$ cat src/rtl/core_pkg.sv
// Shared definitions for the memory port arbiter: default bus widths,
// the default MA burst limit and the read-owner encoding.
package core_pkg;

  // Default memory data and address widths.
  localparam int CORE_DATA_W       = 16;
  localparam int CORE_ADDR_W       = 16;

  // Default number of back-to-back MA grants tolerated while fetch waits.
  localparam int CORE_MAX_MA_BURST = 4;

  // Which requester owns the read data returning from memory next cycle.
  typedef enum logic {
    OWN_IF = 1'b0,
    OWN_MA = 1'b1
  } owner_e;

  // Counter width able to hold every value from 0 up to max_burst.
  function automatic int burst_cnt_w(input int max_burst);
    if (max_burst < 1) begin
      return 1;
    end
    return $clog2(max_burst + 1);
  endfunction

endpackage

$ cat src/rtl/arb_starve_counter.sv
// Fetch starvation guard: counts consecutive MA grants that were taken while
// fetch was waiting, and raises force_if once the burst limit is reached so
// that the next waiting fetch is served ahead of MA.
module arb_starve_counter
  import core_pkg::*;
#(
  parameter int MAX_MA_BURST = CORE_MAX_MA_BURST
) (
  input  logic clk,
  input  logic rst_n,
  input  logic if_req,
  input  logic if_grant,
  input  logic ma_grant,
  output logic force_if
);

  localparam int                CNT_W = burst_cnt_w(MAX_MA_BURST);
  localparam logic [CNT_W-1:0]  LIMIT = CNT_W'(MAX_MA_BURST);

  logic [CNT_W-1:0] count;

  // Count MA grants while fetch waits; any fetch grant or a fetch that stops
  // asking restarts the burst. The count saturates at the limit.
  always_ff @(posedge clk or negedge rst_n) begin
    if (!rst_n) begin
      count <= '0;
    end else if (!if_req || if_grant) begin
      count <= '0;
    end else if (ma_grant && (count != LIMIT)) begin
      count <= count + 1'b1;
    end
  end

  assign force_if = if_req && (count == LIMIT);

endmodule

$ cat src/rtl/memory_port_arbiter.sv
// Arbiter sharing one single-port synchronous memory between the instruction
// fetch port (IF) and the memory-access stage port (MA). MA wins by default;
// grants and memory controls are combinational, read data returns to the
// granted owner one cycle later.
// Optional feature: define ARB_STARVE_GUARD_EN to force a fetch grant after
// MAX_MA_BURST consecutive MA grants taken while fetch was waiting.
module memory_port_arbiter
  import core_pkg::*;
#(
  parameter int DATA_W       = CORE_DATA_W,
  parameter int ADDR_W       = CORE_ADDR_W,
  parameter int MAX_MA_BURST = CORE_MAX_MA_BURST
) (
  input  logic              clk,
  input  logic              rst_n,

  input  logic              if_req,
  input  logic [ADDR_W-1:0] if_addr,
  output logic              if_grant,
  output logic              if_rvalid,
  output logic [DATA_W-1:0] if_rdata,

  input  logic              ma_req,
  input  logic              ma_we,
  input  logic [ADDR_W-1:0] ma_addr,
  input  logic [DATA_W-1:0] ma_wdata,
  output logic              ma_grant,
  output logic              ma_rvalid,
  output logic [DATA_W-1:0] ma_rdata,

  output logic [ADDR_W-1:0] mem_addr,
  output logic [DATA_W-1:0] mem_wdata,
  output logic              mem_we,
  input  logic [DATA_W-1:0] mem_rdata,

  output logic              stall_if
);

  owner_e            owner_q;
  owner_e            owner_d;
  logic              pending_q;
  logic              pending_d;
  logic              force_if;
  logic [DATA_W-1:0] if_rdata_q;
  logic [DATA_W-1:0] ma_rdata_q;

`ifdef ARB_STARVE_GUARD_EN
  arb_starve_counter #(
    .MAX_MA_BURST (MAX_MA_BURST)
  ) u_starve_counter (
    .clk      (clk),
    .rst_n    (rst_n),
    .if_req   (if_req),
    .if_grant (if_grant),
    .ma_grant (ma_grant),
    .force_if (force_if)
  );
`else
  assign force_if = 1'b0;
`endif

  // Pick at most one winner and steer its request onto the memory port;
  // nothing is granted while reset is held.
  always_comb begin
    if_grant  = 1'b0;
    ma_grant  = 1'b0;
    mem_addr  = '0;
    mem_we    = 1'b0;
    mem_wdata = '0;
    if (rst_n) begin
      if (ma_req && !force_if) begin
        ma_grant  = 1'b1;
        mem_addr  = ma_addr;
        mem_we    = ma_we;
        mem_wdata = ma_we ? ma_wdata : '0;
      end else if (if_req) begin
        if_grant  = 1'b1;
        mem_addr  = if_addr;
      end
    end
  end

  // Fetch must hold its PC whenever it asks and loses the cycle.
  assign stall_if = rst_n && if_req && !if_grant;

  // Record which port owns the memory read data that returns next cycle;
  // writes never produce returning data.
  always_comb begin
    pending_d = 1'b0;
    owner_d   = owner_q;
    if (ma_grant && !ma_we) begin
      pending_d = 1'b1;
      owner_d   = OWN_MA;
    end else if (if_grant) begin
      pending_d = 1'b1;
      owner_d   = OWN_IF;
    end
  end

  // Owner tag and pending-read flag; reset drops any read in flight.
  always_ff @(posedge clk or negedge rst_n) begin
    if (!rst_n) begin
      owner_q   <= OWN_IF;
      pending_q <= 1'b0;
    end else begin
      owner_q   <= owner_d;
      pending_q <= pending_d;
    end
  end

  assign if_rvalid = pending_q && (owner_q == OWN_IF);
  assign ma_rvalid = pending_q && (owner_q == OWN_MA);

  // Remember the last word delivered to each port so a port's read data
  // stays stable while the other port owns the memory.
  always_ff @(posedge clk or negedge rst_n) begin
    if (!rst_n) begin
      if_rdata_q <= '0;
      ma_rdata_q <= '0;
    end else begin
      if (if_rvalid) begin
        if_rdata_q <= mem_rdata;
      end
      if (ma_rvalid) begin
        ma_rdata_q <= mem_rdata;
      end
    end
  end

  assign if_rdata = if_rvalid ? mem_rdata : if_rdata_q;
  assign ma_rdata = ma_rvalid ? mem_rdata : ma_rdata_q;

endmodule
$ cat config.mk
export PLATFORM = sky130hd
export DESIGN_NAME = memory_port_arbiter
export DESIGN_NICKNAME = d
export VERILOG_FILES = /design/src/rtl/core_pkg.sv /design/src/rtl/arb_starve_counter.sv /design/src/rtl/memory_port_arbiter.sv
export SDC_FILE = /design/constraint.sdc
export NUM_CORES = 1
export LEC_CHECK = 0
export ABC_AREA = 1
export BUFFER_PORTS_ARGS = -buffer_cell sky130_fd_sc_hd__buf_2
export CAP_MARGIN = 20
export CORE_MARGIN = 10
export CORE_UTILIZATION = 42
export CTS_CLUSTER_SIZE = 20
export DETAILED_ROUTE_END_ITERATION = 12
export PLACE_DENSITY = 0.94
export SLEW_MARGIN = 0
export SYNTH_ARGS = -nofsm -noshare
export SYNTH_HDL_FRONTEND = slang
export SYNTH_HIERARCHICAL = 1
export SYNTH_SLANG_ARGS = --single-unit
$ cat constraint.sdc
create_clock -name clk -period 2.66 [get_ports clk]
set_clock_uncertainty 0.15 [all_clocks]
set_input_delay 0.133 -clock clk [delete_from_list [all_inputs] [get_ports clk]]
set_output_delay 0.133 -clock clk [all_outputs]
set_load 0.005 [all_outputs]
; Yosys cells after proc, flatten, opt, wreduce, memory -nomap -nowiden
; Index checks and enable logic that the tools add are counted.
[totals]
ff_bits = 34
latch_bits = 0
ramBits = 0
rom_bits = 0
input_bits = 69
out_inout_bits = 70
wordCells = 32
n_memories = 0
[classes]
n_addsub = 0
mul = 0
div = 0
n_lt_le_gt_ge = 0
n_eq_ne = 0
n_shift = 0
mux = 19
n_bitwise = 1
n_reduce_logical = 8
[op_table]
columns = operator, count
row1 = 16-bit 2-to-1 mux, 8
row2 = 1-bit 2-to-1 mux, 11
row3 = 1-bit logical AND, 5
row4 = 1-bit logical NOT, 2
row5 = 2-bit nonzero test, 1
row6 = 1-bit NOT, 1

; Longest topological paths before layout
[logic_depth]
ltp_word = 5
mapped_depth = 6
ltp_nobuf = 4

; Worst setup path before layout
; Ideal clock, no wire load.
[synth_timing]
path_type = reg-to-output
from = register owner_q
to = output if_rdata[0]
arrival_time_ns = 0.900
required_time_ns = 2.377
path_slack_ns = 1.477
path_stages_with_launch = 5
path_buffers = 1
cell_sequence = dfrtp_1 -> inv_1 -> nand2_1 -> buf_2 -> o21ai_0
[synth_between]
elab_chain_cells = 3
[synth_rtl]
columns = element, line
row1 = from (decl), memory_port_arbiter.sv:39  ; owner_e owner_q;
row2 = from (signal assigned), memory_port_arbiter.sv:106  ; owner_q <= owner_d;
row3 = 1-bit NOT, memory_port_arbiter.sv:111  ; assign if_rvalid = pending_q && (owner_q == OWN_IF);
row4 = 1-bit logical AND, memory_port_arbiter.sv:111
row5 = 16-bit 2-to-1 mux, --
row6 = to (decl), memory_port_arbiter.sv:21  ; output logic [DATA_W-1:0] if_rdata,
; Every way passes these cells.

; Worst setup path after layout
[layout_timing]
from = register owner_q
to = output if_rdata[10]
; The elaborated chain is that of the path after synthesis.

==> reports/metrics.cfg <==
[cts]
cts_resized=0
cts_buffers=5
cts.htree.levels=2
cts.path.max_buffers=2
cts_tree=built
clkSinkCount=34
cts-hold-fix-buffers=6
clock-root-buffer=clkbuf_8
path_clk_slew_ns=0.06
postCtsSetupBuffers=0
insertion_delay_ns=0.28

[placed_design]
place_ws_ns=0.7392
io_buffers=138
place_hpwl_um=5307
placed_area_um2=2415
gp_congestion=0.8126

[final_layout]
diodes=0
area_growth_pct=48.74
drive_gt1_share_pct=42.90
fin_area_um2=2581
layout.nets=434
final_cell_mix=138 x buf_2, 70 x nand2_1, 39 x inv_1
mostFrequentLayoutCell=buf_2

[worst_hold_path]
whs_path_depth=3
hp-class=input pin to register
min-delay-start=mem_rdata[3]
hold_end=if_rdata_q[3]$_DFF_PN0_

[sta]
hold_ws_ns=0.01335
worst_slew_pin_slew_ns=0.9029
period_minus_slack_ns=2.197
max_clock_freq_ghz=0.4552
setup_viol=0
setup_ws_ns=0.4633
relSlewSlack_pct=39.66
fin_crit_sh_pct=82.58
tns_ns=0
rsz0062_at_grt=no
hold_viol=0
slew_viol_final=0

[global_routing]
use_met1_pct=16.40
gr-max-usage-layer=met2
grtUsageMet2_pct=32.30
met3_usage_pct=8.696
grt_max_degree=34
grt_antenna_before_repair=0
grt_pass1_vias=2162
gr-total-overflow=0
grt_pass1_wl_um=10520
grt_use_total_pct=17.99

[yosys]
synth.avg_cell_area_um2=7.679
yosysSeqAreaShare_pct=49.03
synthesis.area_um2=1735
synth.area.top_cells=dfrtp_1 49%, nand2_1 15%, o21ai_0 9.2%
postSynthCellCount=226
yosys.area_share.xor_xnor_pct=0
synth_warnings=6
synth-adder-area-share_pct=0
yosys.area_share.simple_pct=27.76
synthMuxAreaShare_pct=0
syn_nets=295
ys_ff_latch=34
synth_cell_types=17
synth_top_family_by_area=simple AND/OR/NAND/NOR gates
synth_top_area_share_pct=49.03
yosys.area.top_type=dfrtp_1
synth_compound_gate_area_share_pct=9.229

[floorplanning]
rows=23
die_area_um2=7103
io_pins=139
die_w_um=84.28
die_y_um=84.28
start_util_pct=43.38
core-area_um2=4000

[pwr]
cellPowerDensity_nw_per_um2=634.8
cellLeakagePower_uw=0.001668
ir_drop_uv=324.9

[critical_path]
cpPeakStageDelay_ns=0.51
critical_path_depth=4
worst_setup_path_start_kind=register
cp-end-kind=output pin
r2r_cells=3
worstPathRequired_ns=2.38
regToRegEndpoint=if_rdata_q[10]$_DFF_PN0_
critPathSlowestCell=nand2_1
crit_path_max_fanout=33
crit_path_cell_trace=inv_1, nand2_1, o21ai_0, buf_2
critPathKind=register to output pin
r2r-start=owner_q$_DFFE_PN0P_
critPathBufInv=2
crit_family=simple AND/OR/NAND/NOR gates
r2r_slack_ns=0.94
arrival_ns=1.91

[route]
finalWirelength_um=6600
wire_per_inst_um=15.87
drc_errors=0
vias=1980
vias_per_cell=4.760
drtIter0Drc=54
ant_nets=0
drtPass1Iterations=5

[flow_run]
drv_cap=0

[status]
status=complete, no violations

final cells by class:
class	instances	area, µm²
timing repair buffer	145	758.2
tap	50	62.56
inverter	41	161.4
clock buffer	7	76.32
clock inverter	1	30.03
sequential	34	850.8
fill	331	1419
multi-input combinational	138	641.9
cell usage after synthesis:
cell type and number:
buf_2 7, buf_4 2, buf_6 2, clkbuf_1 1, clkbuf_2 1, clkinv_1 1
dfrtp_1 34, inv_1 39, inv_8 1, nand2_1 70, nand2_4 2, nand3_1 1
nand4_1 16, nor2_1 8, nor2_2 8, nor2_4 1, o21ai_0 32
logic make-up (layout without fill, tap and decap cells):
kind of cell,after synthesis,count (layout)
flip-flops,34,34
AND/OR/NAND/NOR,106,106
buffers and inverters,54,194
AO/OA/AOI/OAI,32,32
metrics by stage:
| stage | std cells | utilization [%] | total power [µW] |
|---|---|---|---|
| final | 416 | 64.53 | 1639 |
| after global routing | 416 | 64.53 | 1763 |
| after CTS | 416 | 64.53 | 1665 |
| after detailed placement | 402 | 60.37 | 1193 |
| after global placement | 402 | 60.37 | 1166 |
| after floorplan | 226 | - | 916.6 |
state kept, by name, indices dropped and copies added (netlist names):
signal	flops
if_rdata_q	16
owner_q	1
pending_q	1
ma_rdata_q	16
routing by layer:
layer | up-vias | wire [µm] | share of wire [%]
met5 | - | 0 | 0
met4 | 0 | 298 | 4.5
met3 | 19 | 711 | 11
met2 | 109 | 3315 | 50
met1 | 878 | 2275 | 34
li1 | 974 | - | -
report_power, final:
group	switching [µW]	internal [µW]
Sequential	40.9	655
Combinational	272	214
Clock	177	280
worst min-delay path, cell delays in order:
cell and delay [ns]:
buf_2 0.10, inv_1 0.05, o21ai_0 0.10
worst max path at each step:
stage,end,startpoint,slack (ns)
after floorplan,if_rdata[0],owner_q$_DFFE_PN0P_,1.48
after global placement,if_rdata[14],owner_q$_DFFE_PN0P_,0.85
after detailed placement,if_rdata[11],owner_q$_DFFE_PN0P_,0.74
after CTS,if_rdata[11],owner_q$_DFFE_PN0P_,0.43
after global routing,if_rdata[0],owner_q$_DFFE_PN0P_,0.20
final,if_rdata[10],owner_q$_DFFE_PN0P_,0.46
No activity file was read; power rests on OpenSTA's default activity.
